[src/rtl/fetch_ctrl_if.sv]
`default_nettype none
// ============================================================================
// Module   : fetch_ctrl_if
// Brief    : Fetch-controller bus bundle: next-PC/exception controls, the
//            instruction-memory handshake and the decode-side outputs.
// Revision : 1.0 - initial release
// ============================================================================
interface fetch_ctrl_if;
    logic [31:0] npc;
    logic        stall;
    logic        exc_req;
    logic        eret;
    logic [31:0] epc;
    logic        imem_req;
    logic [31:0] imem_addr;
    logic        imem_ready;
    logic [31:0] imem_rdata;
    logic [31:0] pc;
    logic [31:0] instr;
    logic        instr_valid;
    logic        adel;
    logic        halted;

    modport master (
        input  npc, stall, exc_req, eret, epc, imem_ready, imem_rdata,
        output imem_req, imem_addr, pc, instr, instr_valid, adel, halted
    );

    modport slave (
        output npc, stall, exc_req, eret, epc, imem_ready, imem_rdata,
        input  imem_req, imem_addr, pc, instr, instr_valid, adel, halted
    );
endinterface
`default_nettype wire

[src/rtl/fetch_ctrl.sv]
`default_nettype none
// ============================================================================
// Module   : fetch_ctrl
// Brief    : Instruction fetch controller with FETCH/HOLD/HALT sequencing,
//            misaligned-fetch trapping and exception/eret redirection.
// Revision : 1.0 - initial release
// ============================================================================
module fetch_ctrl #(
    parameter logic [31:0] TEXT_START  = 32'h0000_3000,
    parameter logic [31:0] KTEXT_START = 32'h0000_4180
) (
    input  wire logic     clk,
    input  wire logic     reset,
    fetch_ctrl_if.master  bus
);

    localparam logic [1:0]  c_st_fetch = 2'd0;
    localparam logic [1:0]  c_st_hold  = 2'd1;
    localparam logic [1:0]  c_st_halt  = 2'd2;
    localparam logic [31:0] c_halt_pc  = KTEXT_START - 32'd4;

    logic [1:0]  r_state;
    logic [1:0]  w_next_state;
    logic [31:0] r_pc;
    logic [31:0] r_instr;
    logic        r_valid;
    logic        r_adel;
    logic        w_misaligned;
    logic        w_halt_entry;

    assign w_misaligned = (r_pc[1:0] != 2'b00);
    assign w_halt_entry = (bus.npc == c_halt_pc);

    always_ff @(posedge clk) begin
        if (reset) begin
            r_state <= c_st_fetch;
        end else begin
            r_state <= w_next_state;
        end
    end

    // Halt entry outranks stall, so a held instruction whose successor is the
    // end-of-text address still parks the controller.
    always_comb begin
        w_next_state = r_state;
        if (bus.exc_req) begin
            w_next_state = c_st_fetch;
        end else begin
            case (r_state)
                c_st_fetch: begin
                    if (bus.eret)
                        w_next_state = c_st_fetch;
                    else if (w_misaligned || bus.imem_ready)
                        w_next_state = c_st_hold;
                end
                c_st_hold: begin
                    if (bus.eret)
                        w_next_state = c_st_fetch;
                    else if (w_halt_entry)
                        w_next_state = c_st_halt;
                    else if (!bus.stall)
                        w_next_state = c_st_fetch;
                end
                c_st_halt: w_next_state = c_st_halt;
                default:   w_next_state = c_st_fetch;
            endcase
        end
    end

    always_ff @(posedge clk) begin
        if (reset) begin
            r_pc    <= TEXT_START;
            r_instr <= 32'h0;
            r_valid <= 1'b0;
            r_adel  <= 1'b0;
        end else if (bus.exc_req) begin
            r_pc    <= KTEXT_START;
            r_valid <= 1'b0;
            r_adel  <= 1'b0;
        end else begin
            case (r_state)
                c_st_fetch: begin
                    if (bus.eret) begin
                        r_pc    <= bus.epc;
                        r_valid <= 1'b0;
                        r_adel  <= 1'b0;
                    end else if (w_misaligned) begin
                        r_instr <= 32'h0;
                        r_valid <= 1'b1;
                        r_adel  <= 1'b1;
                    end else if (bus.imem_ready) begin
                        r_instr <= bus.imem_rdata;
                        r_valid <= 1'b1;
                    end
                end
                c_st_hold: begin
                    if (bus.eret) begin
                        r_pc    <= bus.epc;
                        r_valid <= 1'b0;
                        r_adel  <= 1'b0;
                    end else if (w_halt_entry || !bus.stall) begin
                        r_pc    <= bus.npc;
                        r_valid <= 1'b0;
                        r_adel  <= 1'b0;
                    end
                end
                default: ;
            endcase
        end
    end

    always_comb begin
        bus.imem_req    = (r_state == c_st_fetch) && !w_misaligned;
        bus.halted      = (r_state == c_st_halt);
        bus.imem_addr   = r_pc;
        bus.pc          = r_pc;
        bus.instr       = r_instr;
        bus.instr_valid = r_valid;
        bus.adel        = r_adel;
    end

endmodule
`default_nettype wire

[src/flat_wrapper.sv]
// flat-port wrapper written by rule: the top's interface ports become plain ports
module fetch_ctrl_flat 
#(
    parameter logic [31:0] TEXT_START  = 32'h0000_3000,
    parameter logic [31:0] KTEXT_START = 32'h0000_4180
)
  (clk, reset, bus_npc, bus_stall, bus_exc_req, bus_eret, bus_epc, bus_imem_ready, bus_imem_rdata, bus_imem_req, bus_imem_addr, bus_pc, bus_instr, bus_instr_valid, bus_adel, bus_halted);
  fetch_ctrl_if bus_i ();
  input  wire logic clk;
  input  wire logic reset;
  input wire logic [$bits(bus_i.npc)-1:0] bus_npc;
  input wire logic [$bits(bus_i.stall)-1:0] bus_stall;
  input wire logic [$bits(bus_i.exc_req)-1:0] bus_exc_req;
  input wire logic [$bits(bus_i.eret)-1:0] bus_eret;
  input wire logic [$bits(bus_i.epc)-1:0] bus_epc;
  input wire logic [$bits(bus_i.imem_ready)-1:0] bus_imem_ready;
  input wire logic [$bits(bus_i.imem_rdata)-1:0] bus_imem_rdata;
  output wire logic [$bits(bus_i.imem_req)-1:0] bus_imem_req;
  output wire logic [$bits(bus_i.imem_addr)-1:0] bus_imem_addr;
  output wire logic [$bits(bus_i.pc)-1:0] bus_pc;
  output wire logic [$bits(bus_i.instr)-1:0] bus_instr;
  output wire logic [$bits(bus_i.instr_valid)-1:0] bus_instr_valid;
  output wire logic [$bits(bus_i.adel)-1:0] bus_adel;
  output wire logic [$bits(bus_i.halted)-1:0] bus_halted;
  assign bus_i.npc = bus_npc;
  assign bus_i.stall = bus_stall;
  assign bus_i.exc_req = bus_exc_req;
  assign bus_i.eret = bus_eret;
  assign bus_i.epc = bus_epc;
  assign bus_i.imem_ready = bus_imem_ready;
  assign bus_i.imem_rdata = bus_imem_rdata;
  assign bus_imem_req = bus_i.imem_req;
  assign bus_imem_addr = bus_i.imem_addr;
  assign bus_pc = bus_i.pc;
  assign bus_instr = bus_i.instr;
  assign bus_instr_valid = bus_i.instr_valid;
  assign bus_adel = bus_i.adel;
  assign bus_halted = bus_i.halted;
  fetch_ctrl #(.TEXT_START(TEXT_START), .KTEXT_START(KTEXT_START)) u_core (.clk(clk), .reset(reset), .bus(bus_i));
endmodule
[config.mk]
export PLATFORM = sky130hd
export DESIGN_NAME = fetch_ctrl_flat
export DESIGN_NICKNAME = d
export VERILOG_FILES = /design/src/rtl/fetch_ctrl_if.sv /design/src/rtl/fetch_ctrl.sv /design/src/flat_wrapper.sv
export SDC_FILE = /design/constraint.sdc
export NUM_CORES = 1
export LEC_CHECK = 0
export CAP_MARGIN = 20
export CELL_PAD_IN_SITES_DETAIL_PLACEMENT = 2
export CELL_PAD_IN_SITES_GLOBAL_PLACEMENT = 2
export CORE_UTILIZATION = 21
export CTS_CLUSTER_DIAMETER = 80
export DETAILED_ROUTE_END_ITERATION = 8
export GPL_TIMING_DRIVEN = 0
export PLACE_DENSITY_LB_ADDON = 0.25
export SLEW_MARGIN = 40
export SYNTH_ARGS = -nofsm -noshare
export SYNTH_HDL_FRONTEND = slang
export SYNTH_SLANG_ARGS = --single-unit
export TNS_END_PERCENT = 1
[constraint.sdc]
create_clock -name clk -period 4.3 [get_ports clk]
set_input_delay 1.29 -clock clk [delete_from_list [all_inputs] [get_ports clk]]
set_output_delay 1.29 -clock clk [all_outputs]
set_load 0.01 [all_outputs]
=== Word level (Yosys, flattened, before mapping) ===
Cells that the tools add are included.

* Register bits after elaboration: 68
* Bits in latches: 0
* RAM bits: 0
* Bits in read-only memories: 0
* Bits of input ports: 102
* Output and inout bits: 100
* Logic and storage cells: 58
* Memories: 0

* Add/sub/neg operators: 0
* $mul: 0
* Div/mod/pow operators: 0
* $lt $le $gt $ge: 0
* Eq/ne operators: 11
* Shift operators: 0
* Mux-type cells: 22
* Bitwise gates (word level): 2
* Reduce and logical (&&, ||, !) cells: 17

{| class="wikitable"
|+ Operator list
! operator !! number
|-
| 32-bit two-way mux || 5
|-
| 32-bit one-hot mux with 2 select lines || 1
|-
| 32-bit by 15-bit equality test with 1-bit output, second input constant || 1
|-
| 15-bit two-way mux || 1
|-
| 4-bit by 3-bit != test with 1-bit output, second input constant || 3
|-
| 3-bit AND reduction || 4
|-
| 2-bit two-way mux || 5
|-
| 3-bit by 2-bit != test with 1-bit output, second input constant || 3
|-
| 1-bit two-way mux || 7
|-
| 2-bit one-hot mux with 3 select lines || 1
|-
| 2-bit nonzero test || 3
|-
| 1-bit one-hot mux with 2 select lines || 2
|-
| 4-bit AND reduction || 1
|-
| 3-bit != test, second input constant || 1
|-
| 3-bit nonzero test || 1
|-
| 2-bit by 1-bit equality test with 1-bit output, second input constant || 1
|-
| 2-bit equality test, second input constant || 1
|-
| 1-bit zero test || 2
|-
| 2-bit zero test || 1
|-
| 1-bit logical OR || 2
|-
| 2-bit != test, second input constant || 1
|-
| 1-bit inverter || 2
|-
| 2-bit AND reduction || 1
|-
| 2-bit OR reduction || 1
|-
| 1-bit logical AND || 1
|}

=== Logic depth before layout (Yosys ltp) ===
Gate-level depths: netlist (run 1).

* Word-level depth: 6
* Gate-level depth with buffers: 8
* Mapped depth without buffers: 5

=== Least setup slack after synthesis (run 1) ===
OpenSTA, ideal clock, no wires.

* Path kind: in2reg
* Start: in bus_npc[1]
* End: reg u_core.r_pc[15] (netlist: u_core.bus.imem_addr[15])
* Library setup time: 0.143 ns
* Arrival: 2.863 ns
* Data required time: 4.157 ns
* Slack: 1.294 ns
* Cell stages on the path: 8
* Path buffers: 3
* Path through: or4_4 > nor4_4 > a211o_1 > buf_4 > and2_4 > buf_6 > buf_8 > a211oi_2

* Cells in the longest elaborated chain, start to end: 4

{| class="wikitable"
|+ RTL lines
! what !! line !! source
|-
| from (decl) || flat_wrapper.sv:11 || <nowiki>input wire logic [$bits(bus_i.npc)-1:0] bus_npc;</nowiki>
|-
| 32-bit by 15-bit equality test with 1-bit output || fetch_ctrl.sv:32 || <nowiki>assign w_halt_entry = (bus.npc == c_halt_pc);</nowiki>
|-
| 1-bit logical OR || fetch_ctrl.sv:101 || <nowiki>end else if (w_halt_entry || !bus.stall) begin</nowiki>
|-
| 3-bit by 2-bit != test with 1-bit output (no source line) || - ||
|-
| 3-bit AND reduction (no source line) || - ||
|-
| to (signal assigned) || fetch_ctrl.sv:84 || <nowiki>r_pc <= bus.epc;</nowiki>
|-
| to (signal assigned) || fetch_ctrl.sv:98 || <nowiki>r_pc <= bus.epc;</nowiki>
|-
| to (signal assigned) || fetch_ctrl.sv:102 || <nowiki>r_pc <= bus.npc;</nowiki>
|-
| to (decl) || fetch_ctrl.sv:24 || <nowiki>logic [31:0] r_pc;</nowiki>
|}

Every way passes these cells.
A chain may end at the register's enable or synchronous reset.

=== Worst setup path after layout (run 1) ===
* Start: in bus_npc[14]
* End: reg u_core.r_pc[31] (netlist: u_core.bus.imem_addr[31])

Same word-level chain as after synthesis.

==> results.toml, run 1 <==
[worst_setup_path]
r2r_setup_slack_ps = 1970
critical_path_arrival_ps = 3640
critPathMaxFanout = 10
start_kind = "input pin"
crit_chain = "clkdlybuf4s50_1 > or4bb_1 > nor4_4 > a211o_1 > buf_4 > and2_4 > buf_6 > buf_8 > a211oi_2"
critPathTopFamily = "simple AND/OR/NAND/NOR gates"
cp-end-kind = "register"
cp_slowest_stage_delay_ps = 580
cp.buffers_inverters = 4
critical_path_class = "input pin to register"
cp_slowest_cell = "or4bb_1"
reg2reg_from = "u_core.bus.imem_addr[1]$_SDFFE_PP0P_"
crit_start = "bus_npc[14]"
worstPathRequired_ps = 4480

[worst_hold_path]
min_from = "u_core.bus.instr[26]$_SDFFE_PP0P_"
hold_path.class = "register to register"

[cts]
root_buffer = "clkbuf_16"
clk_path_buf_depth = 2
clock_sinks = 68
cts_buffers = 9
cts_resized = 0
h-tree-depth = 3
cts.clk_slew.worst_paths_ps = 60
cts_tree = "built"
post_cts.repair.setup_buffers = 0
ctsHoldBuffers = 0
insertion_delay_ps = 330

[global_routing]
use_met1_pct = 19.39
track_usage_pct = 16.85
antenna_found_initial = 0
overflow = 0
use_met2_pct = 30.45
grt_pass1_vias = 3935
grt.busiest_layer = "met2"
grtUsageMet3_pct = 3.880
grt_first_pass_wirelength_microns = 20970
grt_max_degree = 12

[routing]
num_vias = 3487
routed_wl_microns = 13180
drc = 0
viasPerCell = 4.540
drt_iter0_markers = 149
dr.pass1.iters = 4
routedWlPerCell_microns = 17.16
postRouteAntennaNets = 0

[floorplanning]
die_h_microns = 126.4
core_sq_um = 15150
die_area_sq_um = 15970
initial_core_util_pct = 21.45
io_pins = 202
die_w_microns = 126.4
row_count = 45

[timing]
finalSetupViolCount = 0
fin_worst_skew_ps = 7.077
rsz0062_at_grt = "no"
slew_violations = 0
whs_ps = 451.6
fin_tns_setup_ps = 0
worstMarginPinSlew_ps = 749.2
fin_crit_sh_pct = 80.52
finalHoldViolations = 0
max_freq_ghz = 0.2888
period_needed_ps = 3462
slew_headroom_pct = 50.05

[synth]
synthArstFlopShare_pct = 0
ys_top_cells_by_area = "dfxtp_1, mux2i_1, a21oi_1"
synth_cells = 364
synth_top_cell_area_share_pct = 41.89
synth_top_cell_by_area = "dfxtp_1"
ys_types = 36
syn_area_sq_um = 3249
avgSynthCellArea_sq_um = 8.927
seq_area_frac_synth_pct = 41.89
synth_ff_type = "dfxtp_1"
synth_edf_count = 0
syn_nets = 466
synth-seq-cells = 68
yosys_warnings = 0

[layout]
regArea_sq_um = 1361
syn2layout_area_growth_pct = 76.93
nNetsFinal = 677
multi_input_area_sq_um = 1473
antennaDiodeCount = 0
drive_gt1_share_pct = 11.72
final_cell_mix = "clkdlybuf4s50_1, dfxtp_1, a21oi_1"
fillers = 1647
final_common_cell = "clkdlybuf4s50_1"

[placement]
io_buffers = 200
globalplace.congestion = 0.7435
dp_hpwl_microns = 10530

[pwr]
powerDensity_nw_per_um2 = 299.2
p_leak_uw = 0.002010
vdd_ir_drop_max_mv = 0.1934

[job]
max-cap-violations = 0

[status]
outcome = "complete, no violations"
[worst register-to-register path, delay by kind of cell, from the launching register on]
family                 cells  cell delay, ps
AND/OR/NAND/NOR            4             930
flip-flops                 1             460
buffers and inverters      2             670
AO/OA/AOI/OAI              1             200
[final timing paths]
path                                                               to  depth (start not counted)
worst max-delay path            u_core.bus.imem_addr[31]$_SDFFE_PP0P_                          9
worst min-delay path                u_core.bus.instr[26]$_SDFFE_PP0P_                          2
worst max register to register      u_core.bus.instr[21]$_SDFFE_PP0P_                          7
worst min register to register      u_core.bus.instr[26]$_SDFFE_PP0P_                          2
[cell usage after synthesis, types with 2 or more instances]
cell	number
a21oi_1	59
inv_1	4
nand2_1	35
clkbuf_1	22
nor4_1	6
nor3_1	2
buf_6	3
nand3_1	33
nand4_1	2
buf_4	34
a211oi_1	20
buf_2	2
and4_1	4
nor2_1	9
a211oi_2	10
mux2i_1	31
dfxtp_1	68
a31oi_1	2
[state kept, by name (all words and copies together) (netlist names)]
register and flops:
u_core.bus.instr_valid 1, u_core.bus.imem_addr 32, u_core.r_state 2, u_core.bus.instr 32
u_core.bus.adel 1
[cell type report]
class / count / share of cell area (%)
Multi-Input combinational cell: 229 / 25.61
Sequential cell: 68 / 23.68
Inverter: 4 / 0.2612
Buffer: 63 / 6.964
Timing Repair Buffer: 200 / 34.82
Clock buffer: 12 / 4.113
Tap cell: 188 / 4.091
Clock inverter: 4 / 0.4570
[per-stage QoR]
stage / total power (uW) / utilization, % / instances / instance area, sq um / setup slack, ps
2_1_floorplan: 845.4 / - / 364 / 3249 / 1294
3_3_place_gp: 1064 / 36.22 / 752 / 5487 / 539.2
3_5_place_dp: 1076 / 36.22 / 752 / 5487 / 502.0
4_1_cts: 1754 / 37.96 / 768 / 5749 / 827.8
5_1_grt: 1809 / 37.96 / 768 / 5749 / 726.9
6_report: 1720 / 37.96 / 768 / 5749 / 837.8
[logic make-up (layout without fill, tap and decap cells)]
logic type,Yosys count,after routing,synth area share [%]
compound gates,97,97,19.60
buf+inv,67,283,12.78
flops,68,68,41.89
mux,32,32,9.896
simple gates,100,100,15.83
[layer usage]
layer	share of wire, %	wire length [microns]
met5	0	0
met1	42	5493
met3	5.4	718
met2	51	6734
met4	1.8	231
[power breakdown]
group          total, uW  switching, uW  internal (uW)  leakage, uW
Sequential           681           22.2            659     0.000555
Clock                662            272            390     0.000127
Combinational        377            157            220      0.00133
Total               1720            451           1270      0.00201
Note: power is estimated with default switching activity, not from simulation.
==> run 2: changes to the inputs <==
--- a/config.mk
+++ b/config.mk
@@ -8,7 +8,7 @@
 export CAP_MARGIN = 20
 export CELL_PAD_IN_SITES_DETAIL_PLACEMENT = 2
 export CELL_PAD_IN_SITES_GLOBAL_PLACEMENT = 2
-export CORE_UTILIZATION = 21
+export CORE_UTILIZATION = 20
 export CTS_CLUSTER_DIAMETER = 80
 export DETAILED_ROUTE_END_ITERATION = 8
 export GPL_TIMING_DRIVEN = 0
==> constraint.sdc (replaced) <==
create_clock -name clk -period 3.4 [get_ports clk]
set_input_delay 1.02 -clock clk [delete_from_list [all_inputs] [get_ports clk]]
set_output_delay 1.02 -clock clk [all_outputs]
set_load 0.01 [all_outputs]
==> results.toml, run 2 (synthesized netlist as in run 1, its figures left out) <==
[status]
outcome = "complete, no violations"

[floorplanning]
io_pins = 202
die_h_microns = 129.5
die_w_microns = 129.5
initial_core_util_pct = 20.46
die_area_sq_um = 16760
core_sq_um = 15890
row_count = 46

[pwr]
seqPwrFrac_pct = 35.2
swShare_pct = 24.56
powerDensity_nw_per_um2 = 416.8
p_sw_uw = 601.7
combPwrFrac_pct = 19.6
p_leak_uw = 0.002054
vdd_ir_drop_max_mv = 0.2517
clkPwrFrac_pct = 45.2
p_int_uw = 1848

[cts]
post_cts.repair.setup_buffers = 0
insertion_delay_ps = 340
cts.clk_slew.worst_paths_ps = 60
cts_resized = 0
clk_path_buf_depth = 2
h-tree-depth = 3
clock_sinks = 68
ctsHoldBuffers = 0
root_buffer = "clkbuf_16"
cts_buffers = 9
cts_tree = "built"

[worst_hold_path]
hold_path_depth = 2
min_from = "u_core.bus.instr[2]$_SDFFE_PP0P_"
hold_path.class = "register to register"
worst_hold_path.endpoint = "u_core.bus.instr[2]$_SDFFE_PP0P_"

[timing]
finalHoldViolations = 0
period_needed_ps = 3099
setup_slack_ps = 301.0
finalSetupViolCount = 0
fin_crit_sh_pct = 91.15
slew_violations = 0
fin_tns_setup_ps = 0
rsz0062_at_grt = "no"
worstMarginPinSlew_ps = 817.2
fin_worst_skew_ps = 7.010
max_freq_ghz = 0.3227
slew_headroom_pct = 45.52

[layout]
fin_util_pct = 37.00
multi_input_area_sq_um = 1479
syn2layout_area_growth_pct = 80.90
fillers = 1789
final_cell_mix = "clkdlybuf4s50_1, dfxtp_1, a21oi_1"
drive_gt1_share_pct = 12.41
nNetsFinal = 677
fin_area_sq_um = 5878
final_common_cell = "clkdlybuf4s50_1"
antennaDiodeCount = 0
regArea_sq_um = 1361
fin_cells = 796

[global_routing]
antenna_found_initial = 0
grt_pass1_vias = 3981
grt_max_degree = 13
overflow = 0
grt_first_pass_wirelength_microns = 21680
track_usage_pct = 17.09

[worst_setup_path]
reg2reg_to = "u_core.bus.imem_addr[31]$_SDFFE_PP0P_"
critPathTopFamily = "simple AND/OR/NAND/NOR gates"
crit_chain = "clkdlybuf4s50_1 > or4bb_1 > nor4_4 > a211o_1 > buf_4 > and2_4 > buf_6 > buf_8 > a211oi_2"
r2r_setup_slack_ps = 1130
cp.buffers_inverters = 4
reg2regPathDepth = 5
worstPathRequired_ps = 3590
critical_path_class = "input pin to register"
critical_path_arrival_ps = 3280
cp-end-kind = "register"
critPathMaxFanout = 10
cp_slowest_stage_delay_ps = 560
reg2reg_from = "u_core.r_state[0]$_SDFFE_PP0P_"
cp_slowest_cell = "or4bb_1"
start_kind = "input pin"

[placement]
placedCellCount = 780
pre_cts_slack_ps = -69.13
io_buffers = 200
dpl_cell_area_sq_um = 5528
dp_hpwl_microns = 11050
globalplace.congestion = 0.7162

[routing]
viasPerCell = 4.460
dr.pass1.iters = 4
postRouteAntennaNets = 0
routedWlPerCell_microns = 17.33
num_vias = 3550
drt_iter0_markers = 81
drc = 0
routed_wl_microns = 13790

[job]
max-cap-violations = 0
-- run 2: changes by cell type in the layout (fill, tap and decap cells not counted), sizes merged --
cell	before	now
clkbuf	34	32
clkinv	3	2
bufinv	0	3
-- run 2: worst max-delay path by stage --
| stage | endpoint | from | depth (start not counted) | slack [ps] |
|---|---|---|---|---|
| detailed placement | u_core.bus.imem_addr[17]$_SDFFE_PP0P_ | bus_npc[14] | 9 | -70 |
| CTS | u_core.bus.imem_addr[20]$_SDFFE_PP0P_ | bus_npc[14] | 9 | 280 |
| finish | u_core.bus.imem_addr[20]$_SDFFE_PP0P_ | bus_npc[14] | 9 | 300 |
| floorplan | u_core.bus.imem_addr[15]$_SDFFE_PP0P_ | bus_npc[1] | 8 | 660 |
| global placement | u_core.bus.instr[7]$_SDFFE_PP0P_ | bus_eret | 7 | -80 |
| global route | u_core.bus.imem_addr[20]$_SDFFE_PP0P_ | bus_npc[14] | 9 | 180 |
-- run 2: per-stage QoR --
step,hold WS [ps],power [uW]
6_report,455.5,2450
5_1_grt,481.5,2561
4_1_cts,457.8,2495
3_5_place_dp,451.5,1367
3_3_place_gp,438.5,1350
2_1_floorplan,476.1,1069
-- run 2: cell type report --
cell class / instances / share of cell area (%)
inverters: 4 / 0.2554
plain buffers: 63 / 6.811
well taps: 216 / 4.598
multi-input cells: 229 / 25.16
flip-flops and latches: 68 / 23.16
clock inverters: 6 / 1.894
clock buffers: 10 / 4.066
repair buffers: 200 / 34.06
-- run 2: worst register-to-register path, stage by stage, from the launching register on --
cell and delay, ps:
dfxtp_1 420, nor3b_1 240, buf_2 280, clkbuf_1 650, mux2i_1 420, a211oi_2 110
-- run 2: routing by layer --
metal / wire length [microns] / GRT usage [%] / up-vias
met5: 0 / 0 / -
met4: 182 / 5.677 / 0
met3: 814 / 4.170 / 13
met2: 7101 / 30.87 / 118
met1: 5694 / 19.66 / 1716
li1: - / - / 1703
-- run 2: power groups by stage --
stage | clock network (uW) | registers [uW] | logic [uW]
final | 1110 | 862 | 481
after detailed placement | 0 | 880 | 488
after CTS | 1140 | 862 | 491
after global routing | 1170 | 867 | 523
after floorplan | 0 | 889 | 181
after global placement | 0 | 878 | 472
